[config.mk]
export PLATFORM = sky130hd
export DESIGN_NAME = vga_box_renderer
export DESIGN_NICKNAME = d
export VERILOG_FILES = /design/src/rtl/vga_pkg.sv /design/src/rtl/box_motion_ctrl.sv /design/src/rtl/vga_box_renderer.sv
export SDC_FILE = /design/constraint.sdc
export NUM_CORES = 1
export LEC_CHECK = 0
export ABC_AREA = 1
export BUFFER_PORTS_ARGS = -buffer_cell sky130_fd_sc_hd__buf_2
export CAP_MARGIN = 20
export CORE_UTILIZATION = 32
export CTS_CLUSTER_DIAMETER = 120
export DETAILED_ROUTE_END_ITERATION = 8
export GPL_TIMING_DRIVEN = 1
export PLACE_DENSITY_LB_ADDON = 0.08
export SLEW_MARGIN = 20
export SYNTH_ARGS = -nofsm -noshare
export SYNTH_HDL_FRONTEND = slang
export SYNTH_SLANG_ARGS = --single-unit
[constraint.sdc]
create_clock -name clk -period 3.4 [get_ports clk]
set_input_delay 1.02 -clock clk [delete_from_list [all_inputs] [get_ports clk]]
set_output_delay 1.02 -clock clk [all_outputs]
set_load 0.005 [all_outputs]
[src/rtl/vga_pkg.sv]
// Shared VGA timing constants, colour/direction types and the per-axis bounce rule
// used by the box renderer.
package vga_pkg;

    localparam int H_ACTIVE = 640;
    localparam int H_FRONT  = 16;
    localparam int H_SYNC   = 96;
    localparam int H_BACK   = 48;
    localparam int H_TOTAL  = H_ACTIVE + H_FRONT + H_SYNC + H_BACK;

    localparam int V_ACTIVE = 480;
    localparam int V_FRONT  = 10;
    localparam int V_SYNC   = 2;
    localparam int V_BACK   = 33;
    localparam int V_TOTAL  = V_ACTIVE + V_FRONT + V_SYNC + V_BACK;

    // Wide enough that position + size + speed never wraps on either axis.
    localparam int POS_W = 11;

    typedef struct packed {
        logic [3:0] red;
        logic [3:0] green;
        logic [3:0] blue;
    } rgb444_t;

    typedef enum logic {
        DIR_POS = 1'b0,
        DIR_NEG = 1'b1
    } dir_t;

    typedef struct packed {
        logic [POS_W-1:0] pos;
        dir_t             dir;
    } axis_t;

    // One frame of motion on one axis: clamp to the wall and reverse on contact.
    function automatic axis_t axis_step(input axis_t            cur,
                                        input logic [POS_W-1:0] size,
                                        input logic [POS_W-1:0] limit,
                                        input logic [POS_W-1:0] speed);
        axis_t nxt;
        nxt = cur;
        if (cur.dir == DIR_POS) begin
            if (cur.pos + size + speed > limit) begin
                nxt.pos = limit - size;
                nxt.dir = DIR_NEG;
            end else begin
                nxt.pos = cur.pos + speed;
            end
        end else begin
            if (cur.pos < speed) begin
                nxt.pos = '0;
                nxt.dir = DIR_POS;
            end else begin
                nxt.pos = cur.pos - speed;
            end
        end
        return nxt;
    endfunction

endpackage

[src/rtl/box_motion_ctrl.sv]
// Frame-rate box motion: detects the start of vertical sync, pulses frame_tick and
// steps the box position/direction once per frame.
module box_motion_ctrl
    import vga_pkg::*;
#(
    parameter int BOX_W = 64,
    parameter int BOX_H = 48,
    parameter int SPEED = 2
) (
    input  logic       clk,
    input  logic       reset,
    input  logic       pix_en,
    input  logic       v_sync_in,
    input  logic       move_en,
    output logic [9:0] box_x,
    output logic [8:0] box_y,
    output logic       frame_tick
);

    localparam logic [POS_W-1:0] BOX_W_C    = POS_W'(BOX_W);
    localparam logic [POS_W-1:0] BOX_H_C    = POS_W'(BOX_H);
    localparam logic [POS_W-1:0] H_ACTIVE_C = POS_W'(H_ACTIVE);
    localparam logic [POS_W-1:0] V_ACTIVE_C = POS_W'(V_ACTIVE);
    localparam logic [POS_W-1:0] SPEED_C    = POS_W'(SPEED);

    logic  prev_vs_q;
    logic  tick_q;
    logic  vs_fall;
    axis_t x_q, x_d;
    axis_t y_q, y_d;

    // NOTE: every signal assigned in always_comb gets a default first so no latch is inferred.
    always_comb begin
        vs_fall = pix_en && prev_vs_q && !v_sync_in;
        x_d     = x_q;
        y_d     = y_q;
        if (vs_fall && move_en) begin
            x_d = axis_step(x_q, BOX_W_C, H_ACTIVE_C, SPEED_C);
            y_d = axis_step(y_q, BOX_H_C, V_ACTIVE_C, SPEED_C);
        end
    end

    // NOTE: state registers use non-blocking assignments so all flops update together.
    always_ff @(posedge clk or negedge reset) begin
        if (!reset) begin
            prev_vs_q <= 1'b1;
            tick_q    <= 1'b0;
            x_q       <= '{pos: '0, dir: DIR_POS};
            y_q       <= '{pos: '0, dir: DIR_POS};
        end else begin
            // The tick is a single clk wide even though the edge is sampled at pixel rate.
            tick_q <= vs_fall;
            x_q    <= x_d;
            y_q    <= y_d;
            if (pix_en) begin
                prev_vs_q <= v_sync_in;
            end
        end
    end

    assign box_x      = x_q.pos[9:0];
    assign box_y      = y_q.pos[8:0];
    assign frame_tick = tick_q;

endmodule

[src/rtl/vga_box_renderer.sv]
// Two-stage pixel pipeline drawing a switch-coloured bouncing box over a fixed
// background; syncs travel alongside RGB so the outputs can drive the connector.
module vga_box_renderer
    import vga_pkg::*;
#(
    parameter int          BOX_W  = 64,
    parameter int          BOX_H  = 48,
    parameter int          SPEED  = 2,
    parameter logic [11:0] BG_RGB = 12'h008
) (
    input  logic       clk,
    input  logic       reset,
    input  logic       pix_en,
    input  logic       de_in,
    input  logic       h_sync_in,
    input  logic       v_sync_in,
    input  logic [9:0] x_pixel,
    input  logic [8:0] y_pixel,
    input  logic       move_en,
    input  logic [3:0] sw_red,
    input  logic [3:0] sw_green,
    input  logic [3:0] sw_blue,
    output logic       h_sync,
    output logic       v_sync,
    output logic [3:0] red_port,
    output logic [3:0] green_port,
    output logic [3:0] blue_port,
    output logic       frame_tick
);

    localparam logic [POS_W-1:0] BOX_W_C = POS_W'(BOX_W);
    localparam logic [POS_W-1:0] BOX_H_C = POS_W'(BOX_H);
    localparam rgb444_t          BG      = rgb444_t'(BG_RGB);

    logic [9:0] box_x;
    logic [8:0] box_y;

    box_motion_ctrl #(
        .BOX_W (BOX_W),
        .BOX_H (BOX_H),
        .SPEED (SPEED)
    ) u_motion (
        .clk        (clk),
        .reset      (reset),
        .pix_en     (pix_en),
        .v_sync_in  (v_sync_in),
        .move_en    (move_en),
        .box_x      (box_x),
        .box_y      (box_y),
        .frame_tick (frame_tick)
    );

    logic [POS_W-1:0] x_ext, y_ext, bx_ext, by_ext;
    logic             hit_d;
    rgb444_t          rgb_d;

    logic    de_s1_q, hs_s1_q, vs_s1_q, hit_s1_q;
    logic    hs_q, vs_q;
    rgb444_t rgb_q;

    always_comb begin
        x_ext  = POS_W'(x_pixel);
        y_ext  = POS_W'(y_pixel);
        bx_ext = POS_W'(box_x);
        by_ext = POS_W'(box_y);
        hit_d  = de_in
              && (x_ext >= bx_ext) && (x_ext < bx_ext + BOX_W_C)
              && (y_ext >= by_ext) && (y_ext < by_ext + BOX_H_C);
    end

    // Switches are quasi-static, so they are read directly in the output stage.
    always_comb begin
        rgb_d = '0;
        if (hit_s1_q) begin
            rgb_d = '{red: sw_red, green: sw_green, blue: sw_blue};
        end else if (de_s1_q) begin
            rgb_d = BG;
        end
    end

    always_ff @(posedge clk or negedge reset) begin
        if (!reset) begin
            de_s1_q  <= 1'b0;
            hs_s1_q  <= 1'b1;
            vs_s1_q  <= 1'b1;
            hit_s1_q <= 1'b0;
            hs_q     <= 1'b1;
            vs_q     <= 1'b1;
            rgb_q    <= '0;
        end else if (pix_en) begin
            de_s1_q  <= de_in;
            hs_s1_q  <= h_sync_in;
            vs_s1_q  <= v_sync_in;
            hit_s1_q <= hit_d;
            hs_q     <= hs_s1_q;
            vs_q     <= vs_s1_q;
            rgb_q    <= rgb_d;
        end
    end

    assign h_sync     = hs_q;
    assign v_sync     = vs_q;
    assign red_port   = rgb_q.red;
    assign green_port = rgb_q.green;
    assign blue_port  = rgb_q.blue;

endmodule

# [Word level (Yosys, flattened, before mapping)]
# Index checks and enable logic that the tools add are counted.
[totals] out_inout_bits=15 ram_bits=0 ff_bits=43 latchBits=0 romBits=0 elab_cells=52 memories=0
[classes] div=0 eq_ne=0 reduce_logical=8 n_bitwise=0 shifts=0 muxes=12 addsub=10 order_cmp=8 mul=0
[ops] cell="11-bit by 2-bit adder with 11-bit output (second input constant)" count=4
[ops] cell="11-bit 2-to-1 mux" count=4
[ops] cell="12-bit 2-to-1 mux" count=3
[ops] cell="11-bit by 2-bit < comparator with 1-bit output (second input constant)" count=2
[ops] cell="11-bit by 2-bit subtractor with 11-bit output (second input constant)" count=2
[ops] cell="10-bit by 7-bit adder with 11-bit output (second input constant)" count=1
[ops] cell="11-bit by 6-bit adder with 11-bit output (second input constant)" count=1
[ops] cell="11-bit by 7-bit adder with 11-bit output (second input constant)" count=1
[ops] cell="11-bit by 10-bit greater-than comparator with 1-bit output (second input constant)" count=1
[ops] cell="11-bit by 9-bit greater-than comparator with 1-bit output (second input constant)" count=1
[ops] cell="10-bit by 11-bit < comparator with 1-bit output" count=1
[ops] cell="9-bit by 6-bit adder with 10-bit output (second input constant)" count=1
[ops] cell="10-bit >= comparator" count=1
[ops] cell="9-bit by 10-bit < comparator with 1-bit output" count=1
[ops] cell="9-bit >= comparator" count=1
[ops] cell="1-bit logical AND" count=7
[ops] cell="1-bit 2-to-1 mux" count=4
[ops] cell="4-bit 2-to-1 mux" count=1
[ops] cell="1-bit zero test" count=1

# [Depth between registers and ports, before layout]
# Gate-level depths: netlist (run 1).
[depth] depth_word=5 mapped_depth=14

# [By module]
# Synthesis (run 1) repeated with hierarchy kept, for this count alone.
[hier_totals] cells_unflattened=588 hier_area_um2=4040.1
[modules_own_cells] module="box_motion_ctrl" instances=1 cells_each=352 area_per_inst_um2=2398.6
[modules_own_cells] module="vga_box_renderer" instances=1 cells_each=236 area_per_inst_um2=1641.6

# [Worst setup path after synthesis (run 1)]
# No wires, ideal clock.
[synth_path] kind="reg-to-reg" start="register u_motion.y_q (netlist bit u_motion.box_y[4])" end="register hit_s1_q" path_stages_with_launch=14 required_time_ps=3283 arrival_time_ps=2061 slack_ps=1222 path_buffers=2 synth_period_minus_slack_ps=2178 path_cell_list="dfrtp_1 -> buf_2 -> inv_1 -> ha_1 -> clkbuf_1 -> nor2_1 -> xor2_1 -> ha_1 -> inv_1 -> nor3_1 -> o211a_1 -> nor2_1 -> nand3_1 -> nand2_1"
[synth_via] elab_chain_cells=3 elab_cells_between_ends=5 cone_classes="1 x add/sub; 2 x order compare; 2 x reduce/logical"
[synth_rtl] element="start: declaration" line="box_motion_ctrl.sv:30" rtl="axis_t y_q, y_d;"
[synth_rtl] element="start signal: assignment" line="box_motion_ctrl.sv:49" rtl="y_q <= '{pos: '0, dir: DIR_POS};"
[synth_rtl] element="start signal: assignment" line="box_motion_ctrl.sv:54" rtl="y_q <= y_d;"
[synth_rtl] element="9-bit by 6-bit adder with 10-bit output / 9-bit >= comparator (equally long branches)" line="vga_box_renderer.sv:68" rtl="&& (y_ext >= by_ext) && (y_ext < by_ext + BOX_H_C);"
[synth_rtl] element="9-bit by 10-bit < comparator with 1-bit output / 1-bit logical AND (equally long branches)" line="vga_box_renderer.sv:68"
[synth_rtl] element="1-bit logical AND (*)" line="vga_box_renderer.sv:68"
[synth_rtl] element="end signal: assignment" line="vga_box_renderer.sv:94" rtl="hit_s1_q <= hit_d;"
[synth_rtl] element="end: declaration" line="vga_box_renderer.sv:57" rtl="logic de_s1_q, hs_s1_q, vs_s1_q, hit_s1_q;"
# Every way passes the cells marked *; elsewhere a longest branch is shown, timed or not.
# A chain may end at the register's enable or synchronous reset.

# [Final worst setup path (run 1)]
[layout_path] start="input port pix_en" end="register u_motion.y_q (netlist bit u_motion.box_y[2])"
[layout_via] elab_chain_cells=3
[layout_rtl] element="start: declaration" line="vga_box_renderer.sv:13" rtl="input logic pix_en,"
[layout_rtl] element="1-bit logical AND (2 in a row)" line="box_motion_ctrl.sv:34" rtl="vs_fall = pix_en && prev_vs_q && !v_sync_in;"
[layout_rtl] element="net u_motion.vs_fall" line="box_motion_ctrl.sv:28" rtl="logic vs_fall;"
[layout_rtl] element="1-bit logical AND" line="box_motion_ctrl.sv:37" rtl="if (vs_fall && move_en) begin"
# The timed path passes the listed nets, and every way through them passes these cells.

==> results.cfg, run 1 <==
[run_status]
status = completed

[setup_path]
worst-endpoint-arrival_ps = 2680
cp_top_family = buffers and inverters
required_ps = 3570
reg2reg_slack_ps = 950
crit_chain = buf_2, nand2_1, nor2_1, nand2_1, inv_1, o21ai_0, o21a_1
ff2ff_path_depth = 11
crit_slowest_cell = inv_1
start_kind = input pin
rr_endpoint = hit_s1_q$_DFFE_PN0P_
worst-path-buf-inv = 2
setup.worst_path.end_class = register
critPathLaunch = pix_en
cp.depth = 7
cpMostUsedCell = nand2_1
cpPeakStageDelay_ps = 400
r2r-start = u_motion.box_y[4]$_DFFE_PN0P_
path_max_fanout = 21
crit_end = u_motion.box_y[2]$_DFFE_PN0P_
critPathKind = in2reg

[floorplan]
die_area_sq_um = 12100
initial_core_util = 0.327
die_h_microns = 110
die_w_microns = 110
rows = 39
io_pins = 53
core_area_sq_um = 11400

[grt]
grt_pass1_wl_mm = 16.3
antenna_found_initial = 0
grt_remaining_overflow = 0
grt_start_max_net_pins = 42
track_usage = 0.171
grt_pass1_vias = 3293

[clock_network]
cts_resized = 0
cts.path.max_buffers = 2
clk_latency_ps = 280
numCtsBuffers = 5
postCtsSetupRepairBufs = 0
cts_tree = done
cts.clk_slew.worst_paths_ps = 60
cts_root_buffer = clkbuf_16
h-tree-depth = 2
clock_sinks = 41
cts_hold_buf = 0

[layout]
diodes = 0
drive_above_1_share = 0.162
area_delta_synth_final_pct = 13.4
nets = 641
final_util = 0.371
fillers = 1210

[timing]
final_max_slew_viol_count = 0
setup_viol = 0
skew_ps = 5.10
tightest_slew_ps = 570
period_share = 0.738
period_needed_ps = 2510
fin_tns_setup_ps = 0
grt_setup_unrepaired = no
max_freq_mhz = 399
hold_viol = 0
maxSlewHeadroom = 0.620

[place]
hpwl_mm = 7.28
port_buffers = 50
place.gp.congestion = 0.813

[min_path]
hp-class = reg2reg
hp-start = h_sync$_DFFE_PN1P_

[job]
max-cap-violations = 0

[drt]
drt-total-wl_mm = 9.53
vias = 3454
viasPerCell = 4.86
drt_first_pass_iters = 4
ant_nets = 0
drcViolationCount = 0
wl_per_cell_microns = 13.4
drtIter0Drc = 158

[synthesis]
synth_ff_type = dfrtp_1
ys_ff_latch = 41
yosys.area.top_type_share = 0.249
synthCells = 529
syn_area_sq_um = 3720
avgSynthCellArea_sq_um = 7.04
synth.net_count = 603
synthArstFlopShare = 1.00
synthTopCellsByArea = dfrtp_1 25%, nand2_1 14%, ha_1 12%, nand3_1 6.6%, xor2_1 5.6%
synth_edf_count = 0
synth-seq-area-share = 0.277
yosys.area.top_type = dfrtp_1
synthDistinctLibCells = 42
ys_warn_count = 0

[pwr]
irDropWorstVdd_mv = 0.311
p_per_area_nw_per_um2 = 852
power_leakage_nw = 2.26
[how the worst min path moves through the flow]
stage,to,cells past startpoint
after detailed placement,h_sync$_DFFE_PN1P_,2
after CTS,h_sync$_DFFE_PN1P_,2
after floorplan,hs_s1_q$_DFFE_PN1P_,2
final,h_sync$_DFFE_PN1P_,2
after global routing,h_sync$_DFFE_PN1P_,2
after global placement,h_sync$_DFFE_PN1P_,2
[tightest hold or removal path, cell delays in order, from the launching register on]
cell and delay [ps]:
dfstp_2 370, nand2_1 50, nand2_1 40
[state kept, by name (all words and copies together), names as in the netlist, 2 cells and up]
register,count
green_port,4
u_motion.y_q,3
blue_port,4
red_port,4
u_motion.box_y,8
u_motion.x_q,2
u_motion.box_x,9
[logic make-up (layout without fill, tap and decap cells)]
kind of cell / after synthesis / count (layout) / share of synthesized area
AO/OA/AOI/OAI: 76 / 76 / 0.114
XOR/XNOR: 28 / 28 / 0.0709
buffers and inverters: 77 / 116 / 0.0867
multiplexers: 2 / 2 / 0.00538
AND/OR/NAND/NOR: 269 / 269 / 0.325
adder cells (fa/ha/maj): 36 / 36 / 0.121
flip-flops: 41 / 41 / 0.277
[placed cells by master, fill, tap and decap left out, types with 2 or more instances in the layout]
master	synthesis	layout
nand3_1	49	49
nor3_1	7	7
clkinv_1	4	4
a21boi_0	2	2
nand2_2	10	10
a211oi_1	3	3
o21ai_0	28	28
inv_2	4	4
mux2i_1	2	2
nand3_2	3	3
nand2_1	136	136
buf_4	3	2
a21oi_1	34	34
buf_2	6	49
nor2_4	3	3
xor2_1	24	24
nand4_1	9	9
ha_1	36	36
inv_1	49	49
nor2_1	44	44
dfstp_2	4	4
dfrtp_1	37	37
o21a_1	2	2
a21boi_1	2	2
clkbuf_16	0	5
xnor2_1	3	3
[Yosys cell counts (2+ instances only)]
master / count
o21a_1: 2
nand3_1: 49
a21oi_1: 34
xor2_1: 24
buf_2: 6
buf_6: 2
xnor2_1: 3
clkbuf_1: 8
dfrtp_1: 37
mux2i_1: 2
nand3_2: 3
o21ai_0: 28
dfstp_2: 4
clkinv_1: 4
nor2_1: 44
nor3_1: 7
a211oi_1: 3
nand2_1: 136
a21boi_0: 2
nand2_2: 10
inv_2: 4
inv_1: 49
buf_4: 3
ha_1: 36
nand4_1: 9
nor2_4: 3
a21boi_1: 2
[routing by layer]
layer | vias to the layer above | global-route usage | part of all wire
met5 | - | 0 | 0
met4 | 0 | 0.0324 | 0.0081
met3 | 4 | 0.0166 | 0.021
met2 | 45 | 0.292 | 0.48
met1 | 1609 | 0.235 | 0.49
li1 | 1796 | - | -
[power breakdown]
group	internal [W]	total, W	switching, W	leakage [nW]
clock	0.000348	0.000543	0.000195	0.0842
sequential	0.000640	0.000962	0.000322	0.490
combinational	0.000769	0.00209	0.00132	1.69
total	0.00176	0.00360	0.00184	2.26
[through the flow]
| stage | worst slack [ps] | hold slack (ps) | cell area (sq um) | total power [W] | std cells |
|---|---|---|---|---|---|
| floorplan | 1220 | 444 | 3720 | 0.00257 | 529 |
| global placement | 662 | 447 | 4050 | 0.00306 | 703 |
| detailed placement | 602 | 453 | 4050 | 0.00306 | 703 |
| CTS | 902 | 463 | 4220 | 0.00363 | 711 |
| global route | 674 | 475 | 4220 | 0.00401 | 711 |
| finish | 891 | 460 | 4220 | 0.00360 | 711 |
[cell type report]
cell class,count,area [sq um],area share
tap,143,179,0.0424
clock inverter,3,43.8,0.0104
clock buffer,5,125,0.0296
inverter,57,214,0.0507
timing repair buffer,51,260,0.0616
sequential,41,1030,0.244
multi-input combinational,411,2370,0.561
Power figures use the tool's default switching activity.
==> run 2, diff against run 1 <==
Settings changed: ABC_AREA 1 to 0.
Clock period 3.4 ns to 2.2 ns, I/O delays scaled along.
==> run 2 against run 1 <==
The run now ends with negative setup slack left. Synthesized cell count fell by 22%. Routed wire length is 12% higher. Die area is 4.2% lower. Global-route usage up 2.0 points. Final area rose by 17%. Worst hold slack got worse by 110 ps. Sequential cell count stayed put. Via count grew 4.7%. Register-to-register slack got worse by 970 ps. Clock power is 21% higher. Utilization rose by 8.6 points. Setup slack lost 910 ps.
==> results.cfg, run 2 <==
[setup_path]
worst-path-buf-inv = 2
required_ps = 2380
path_max_fanout = 5
start_kind = register
r2r-start = u_motion.box_x[6]$_DFFE_PN0P_
crit_slowest_cell = or4_1
critPathKind = reg2reg
critPathLaunch = u_motion.box_x[6]$_DFFE_PN0P_
worst-endpoint-arrival_ps = 2400
cpPeakStageDelay_ps = 510
setup.worst_path.end_class = register
crit_chain = inv_2, ha_4, nand4_1, buf_4, o41ai_4, xnor2_2, o2111ai_4, nor4_2, or4_1
cp_top_family = simple AND/OR/NAND/NOR gates

[floorplan]
die_area_sq_um = 11600
die_w_microns = 108
rows = 38
die_h_microns = 108
initial_core_util = 0.329
io_pins = 53
core_area_sq_um = 10800

[synthesis]
synthArstFlopShare = 1.00
syn_area_sq_um = 3560
synth.net_count = 488
synthTopCellsByArea = dfrtp_1 26%, ha_1 13%, o21ai_0 5.5%, inv_1 3.3%, a21oi_1 3.2%
ys_ff_latch = 41
synth_edf_count = 0
avgSynthCellArea_sq_um = 8.61
synth_ff_type = dfrtp_1
synthDistinctLibCells = 79
synth_most_common_cell = o21ai_0
yosys.area.top_type_share = 0.260
ys_warn_count = 0
synthCells = 414
yosys.area.top_type = dfrtp_1
yosys-top-cells-count = 39 x o21ai_0, 37 x dfrtp_1, 36 x ha_1
synth-seq-area-share = 0.289

[layout]
final_common_cell = buf_4
diodes = 0
drive_above_1_share = 0.414
area_delta_synth_final_pct = 39.0
nets = 614
largest_register_ffs = 9
post_layout_nonfiller_instances = 681
final_cell_mix = 85 x buf_4, 50 x buf_2, 34 x dfrtp_1

[drt]
drcViolationCount = 0
viasPerCell = 5.31
wl_per_cell_microns = 15.7
drt_first_pass_iters = 4
vias = 3617
drt-total-wl_mm = 10.7
ant_nets = 0
drtIter0Drc = 201

[timing]
max_freq_mhz = 450
tightest_slew_ps = 620
setup_slack_ps = -20.0
period_needed_ps = 2220
holdWs_ps = 351
fin_tns_setup_ps = -56.0
skew_ps = 12.2
maxSlewHeadroom = 0.586
period_share = 1.01
grt_setup_unrepaired = yes
setup_viol = 4
final_max_slew_viol_count = 0
hold_viol = 0

[job]
max-cap-violations = 0

[grt]
track_usage = 0.191
grt_pass1_vias = 3528
antenna_found_initial = 0
grt_remaining_overflow = 0
grt_start_max_net_pins = 29
grt_pass1_wl_mm = 17.5

[clock_network]
h-tree-depth = 2
cts.path.max_buffers = 2
clock_sinks = 41
cts.clk_slew.worst_paths_ps = 100
cts_tree = done
cts_root_buffer = clkbuf_8
clk_latency_ps = 310
cts_hold_buf = 0
numCtsBuffers = 5

[pwr]
p_per_area_nw_per_um2 = 817
irDropWorstVdd_mv = 0.503
power_leakage_nw = 2.27
power_w = 0.00405

[place]
port_buffers = 50
dpl_worst_slack_ps = -175
hpwl_mm = 8.01
place.gp.congestion = 0.799
dp.cells = 655

[min_path]
hp-class = in2async

[run_status]
violations = negative setup slack
status = finished, violations left
-- run 2: changes by cell type in the layout (fill, tap and decap cells not counted), sizes merged, moves of 14 or more --
cell / delta
o21ai: +14
nor2: -26
xor2: -24
inv: -21
nand3: -32
nand2: -118
buf: +93
-- run 2: cell type report --
type | count | area [sq um]
fillers | 1108 | 5890
multi-input cells | 315 | 2490
flip-flops and latches | 41 | 1030
repair buffers | 144 | 1020
well taps | 140 | 175
inverters | 33 | 124
clock buffers | 5 | 68.8
clock inverters | 3 | 46.3
-- run 2: routing by layer --
layer,track usage,wire (microns),vias to the layer above
met4,0.0548,160,0
met1,0.275,5260,1726
met3,0.0303,458,12
li1,-,-,1790
met5,0,0,-
met2,0.292,4820,89
-- run 2: where the power goes --
group	switching (W)	internal, W
Clock	0.000319	0.000341
Combinational	0.00115	0.00122
Sequential	0.000142	0.000876
Total	0.00161	0.00244
-- run 2: path summary, 6_finish.rpt --
kind	depth (start not counted)	end	slack (ps)
setup / recovery	9	u_motion.box_x[8]$_DFFE_PN0P_	-20
hold / removal	1	u_motion.box_x[1]$_DFFE_PN0P_	350
setup reg to reg	9	u_motion.box_x[8]$_DFFE_PN0P_	-20
hold reg to reg	1	de_s1_q$_DFFE_PN0P_	520
max in group asynchronous	2	u_motion.box_y[8]$_DFFE_PN0P_	1250
min in group clk	1	de_s1_q$_DFFE_PN0P_	520
-- run 2: timing repair --
item | 4_1_cts | 5_1_grt
gates resized for setup | 26 | 30
endpoints found under the setup margin | 12 | 23
setup buffers | 10 | 8
pin swaps | 12 | 20
-- run 2: kinds of logic (layout without fill, tap and decap cells) --
| logic type | Yosys count | in the layout | share of synthesized area |
|---|---|---|---|
| adder cells (fa/ha/maj) | 36 | 36 | 0.126 |
| buffers and inverters | 58 | 185 | 0.0723 |
| multiplexers | 12 | 12 | 0.0362 |
| AND/OR/NAND/NOR | 135 | 135 | 0.214 |
| flip-flops | 41 | 41 | 0.289 |
| XOR/XNOR | 8 | 8 | 0.0197 |
| AO/OA/AOI/OAI | 124 | 124 | 0.243 |
-- run 2: per-stage QoR --
stage / area (sq um) / util
floorplan: 3600 / -
global placement: 4490 / 0.414
detailed placement: 4490 / 0.414
CTS: 4770 / 0.440
global route: 4950 / 0.457
finish: 4950 / 0.457
==> run 3, diff against run 2 <==
Settings changed: CORE_UTILIZATION 32 to 53.
==> run 3 against run 2 <==
The flow finishes with violations (design-rule violations, negative setup slack). Final area down 3.8%. Fmax shrank 0.98%. First-iteration DRC count is 67% higher. Total power decreased by 3.4%. Combinational power fell by 5%. Setup slack worse by 22 ps. Non-clock buffer count decreased by 13. Register-to-register slack worse by 20 ps. Final cell count fell by 11%. Clock skew about the same. Largest power group unchanged.
==> results.cfg, run 3 (same netlist as run 2, synthesis figures left out) <==
[run_status]
status = finished, violations left
violations = design-rule violations, negative setup slack

[clock_network]
cts_tree = done
cts.clk_slew.worst_paths_ps = 100
cts.path.max_buffers = 2
numCtsBuffers = 5
h-tree-depth = 2
clock_sinks = 41
clk_latency_ps = 300
cts_root_buffer = clkbuf_8

[pwr]
irDropWorstVdd_mv = 0.578
power_leakage_nw = 2.21
power_w = 0.00391
p_per_area_nw_per_um2 = 820

[setup_path]
r2r-start = u_motion.box_x[1]$_DFFE_PN0P_
setup.worst_path.end_class = register
reg2reg_slack_ps = -40
path_max_fanout = 4
ff2ff_path_depth = 8
rr_endpoint = u_motion.box_x[8]$_DFFE_PN0P_
worst-endpoint-arrival_ps = 2420
critPathKind = reg2reg
required_ps = 2380
start_kind = register

[layout]
final_util = 0.742
drive_above_1_share = 0.398
nets = 601
final_common_cell = buf_4
area_delta_synth_final_pct = 33.8
largest_register_ffs = 9
diodes = 0
final_cell_mix = 74 x buf_4, 50 x buf_2, 33 x dfrtp_1

[drt]
vias = 3715
ant_nets = 0
drcViolationCount = 2
wl_per_cell_microns = 16.9
viasPerCell = 6.14
drtIter0Drc = 335
drt_first_pass_iters = 7
drt-total-wl_mm = 10.2

[timing]
maxSlewHeadroom = 0.615
period_needed_ps = 2240
period_share = 1.02
grt_setup_unrepaired = yes
setup_viol = 5
setup_slack_ps = -41.9
max_freq_mhz = 446
skew_ps = 11.8
final_max_slew_viol_count = 0
hold_viol = 0
tightest_slew_ps = 577

[floorplan]
die_h_microns = 84.0
die_area_sq_um = 7060
io_pins = 53
core_area_sq_um = 6420
initial_core_util = 0.555
die_w_microns = 84.0
rows = 29

[job]
max-cap-violations = 0

[place]
place.gp.congestion = 0.901
port_buffers = 50
hpwl_mm = 7.28

[grt]
antenna_found_initial = 1
track_usage = 0.283
grt_remaining_overflow = 0
grt_pass1_wl_mm = 16.3
grt_start_max_net_pins = 27
grt_pass1_vias = 3517

[min_path]
hp-class = in2async
[run 3: changes by cell type in the layout (fill, tap and decap cells not counted), sizes merged]
cell  delta
buf     -13
[run 3: routing by layer]
metal | wire length (microns) | track usage | up-vias
met5 | 13 | 0 | -
met4 | 236 | 0.0862 | 2
met3 | 824 | 0.0653 | 28
met2 | 4680 | 0.457 | 183
met1 | 4460 | 0.378 | 1748
li1 | - | - | 1754
[run 3: how the worst max path moves through the flow]
| stage | from | end | slack (ps) | cells past startpoint |
|---|---|---|---|---|
| after floorplan | u_motion.box_y[4]$_DFFE_PN0P_ | hit_s1_q$_DFFE_PN0P_ | -40 | 11 |
| after global placement | u_motion.box_x[1]$_DFFE_PN0P_ | u_motion.box_x[8]$_DFFE_PN0P_ | -100 | 7 |
| after detailed placement | u_motion.box_y[5]$_DFFE_PN0P_ | hit_s1_q$_DFFE_PN0P_ | -110 | 10 |
| after CTS | u_motion.box_y[5]$_DFFE_PN0P_ | hit_s1_q$_DFFE_PN0P_ | -20 | 10 |
| after global routing | u_motion.box_y[4]$_DFFE_PN0P_ | hit_s1_q$_DFFE_PN0P_ | -180 | 10 |
| final | u_motion.box_x[1]$_DFFE_PN0P_ | u_motion.box_x[8]$_DFFE_PN0P_ | -40 | 8 |
[run 3: where the power goes]
group | total [W] | switching (W) | internal (W)
registers | 0.00103 | 0.000156 | 0.000877
clock network | 0.000635 | 0.000294 | 0.000340
logic | 0.00224 | 0.00114 | 0.00110
total | 0.00391 | 0.00159 | 0.00232
[run 3: metrics by stage]
step	hold slack [ps]	setup slack [ps]	instance area (sq um)	instances	setup TNS (ps)
CTS	300	-24.8	4460	591	-64.2
detailed placement	497	-114	4260	575	-301
global placement	504	-104	4260	575	-188
finish	288	-41.9	4770	605	-163
global route	318	-176	4770	605	-892
floorplan	364	-42.8	3600	414	-42.8
[run 3: area by class of cell]
cell class / instances / area [sq um]
fill: 461 / 1650
timing repair buffer: 131 / 893
clock inverter: 3 / 46.3
sequential: 41 / 1040
tap: 77 / 96.3
inverter: 33 / 124
multi-input combinational: 315 / 2500
clock buffer: 5 / 68.8
[run 3: worst max-delay path, stage by stage (launching register included)]
cell and delay (ps):
dfrtp_2 450, inv_2 90, ha_4 140, or3b_4 430, nor4_4 270, nor2_2 80
nand2_1 70, a21oi_1 50, or4_1 530
[run 3: repair_timing]
item / CTS / global route
pin swaps: 8 / 29
endpoints found under the hold margin: 0 / 0
resized for setup: 10 / 48
setup buffers: 8 / 14
hold buffers: 0 / 0
setup endpoints to repair: 10 / 21
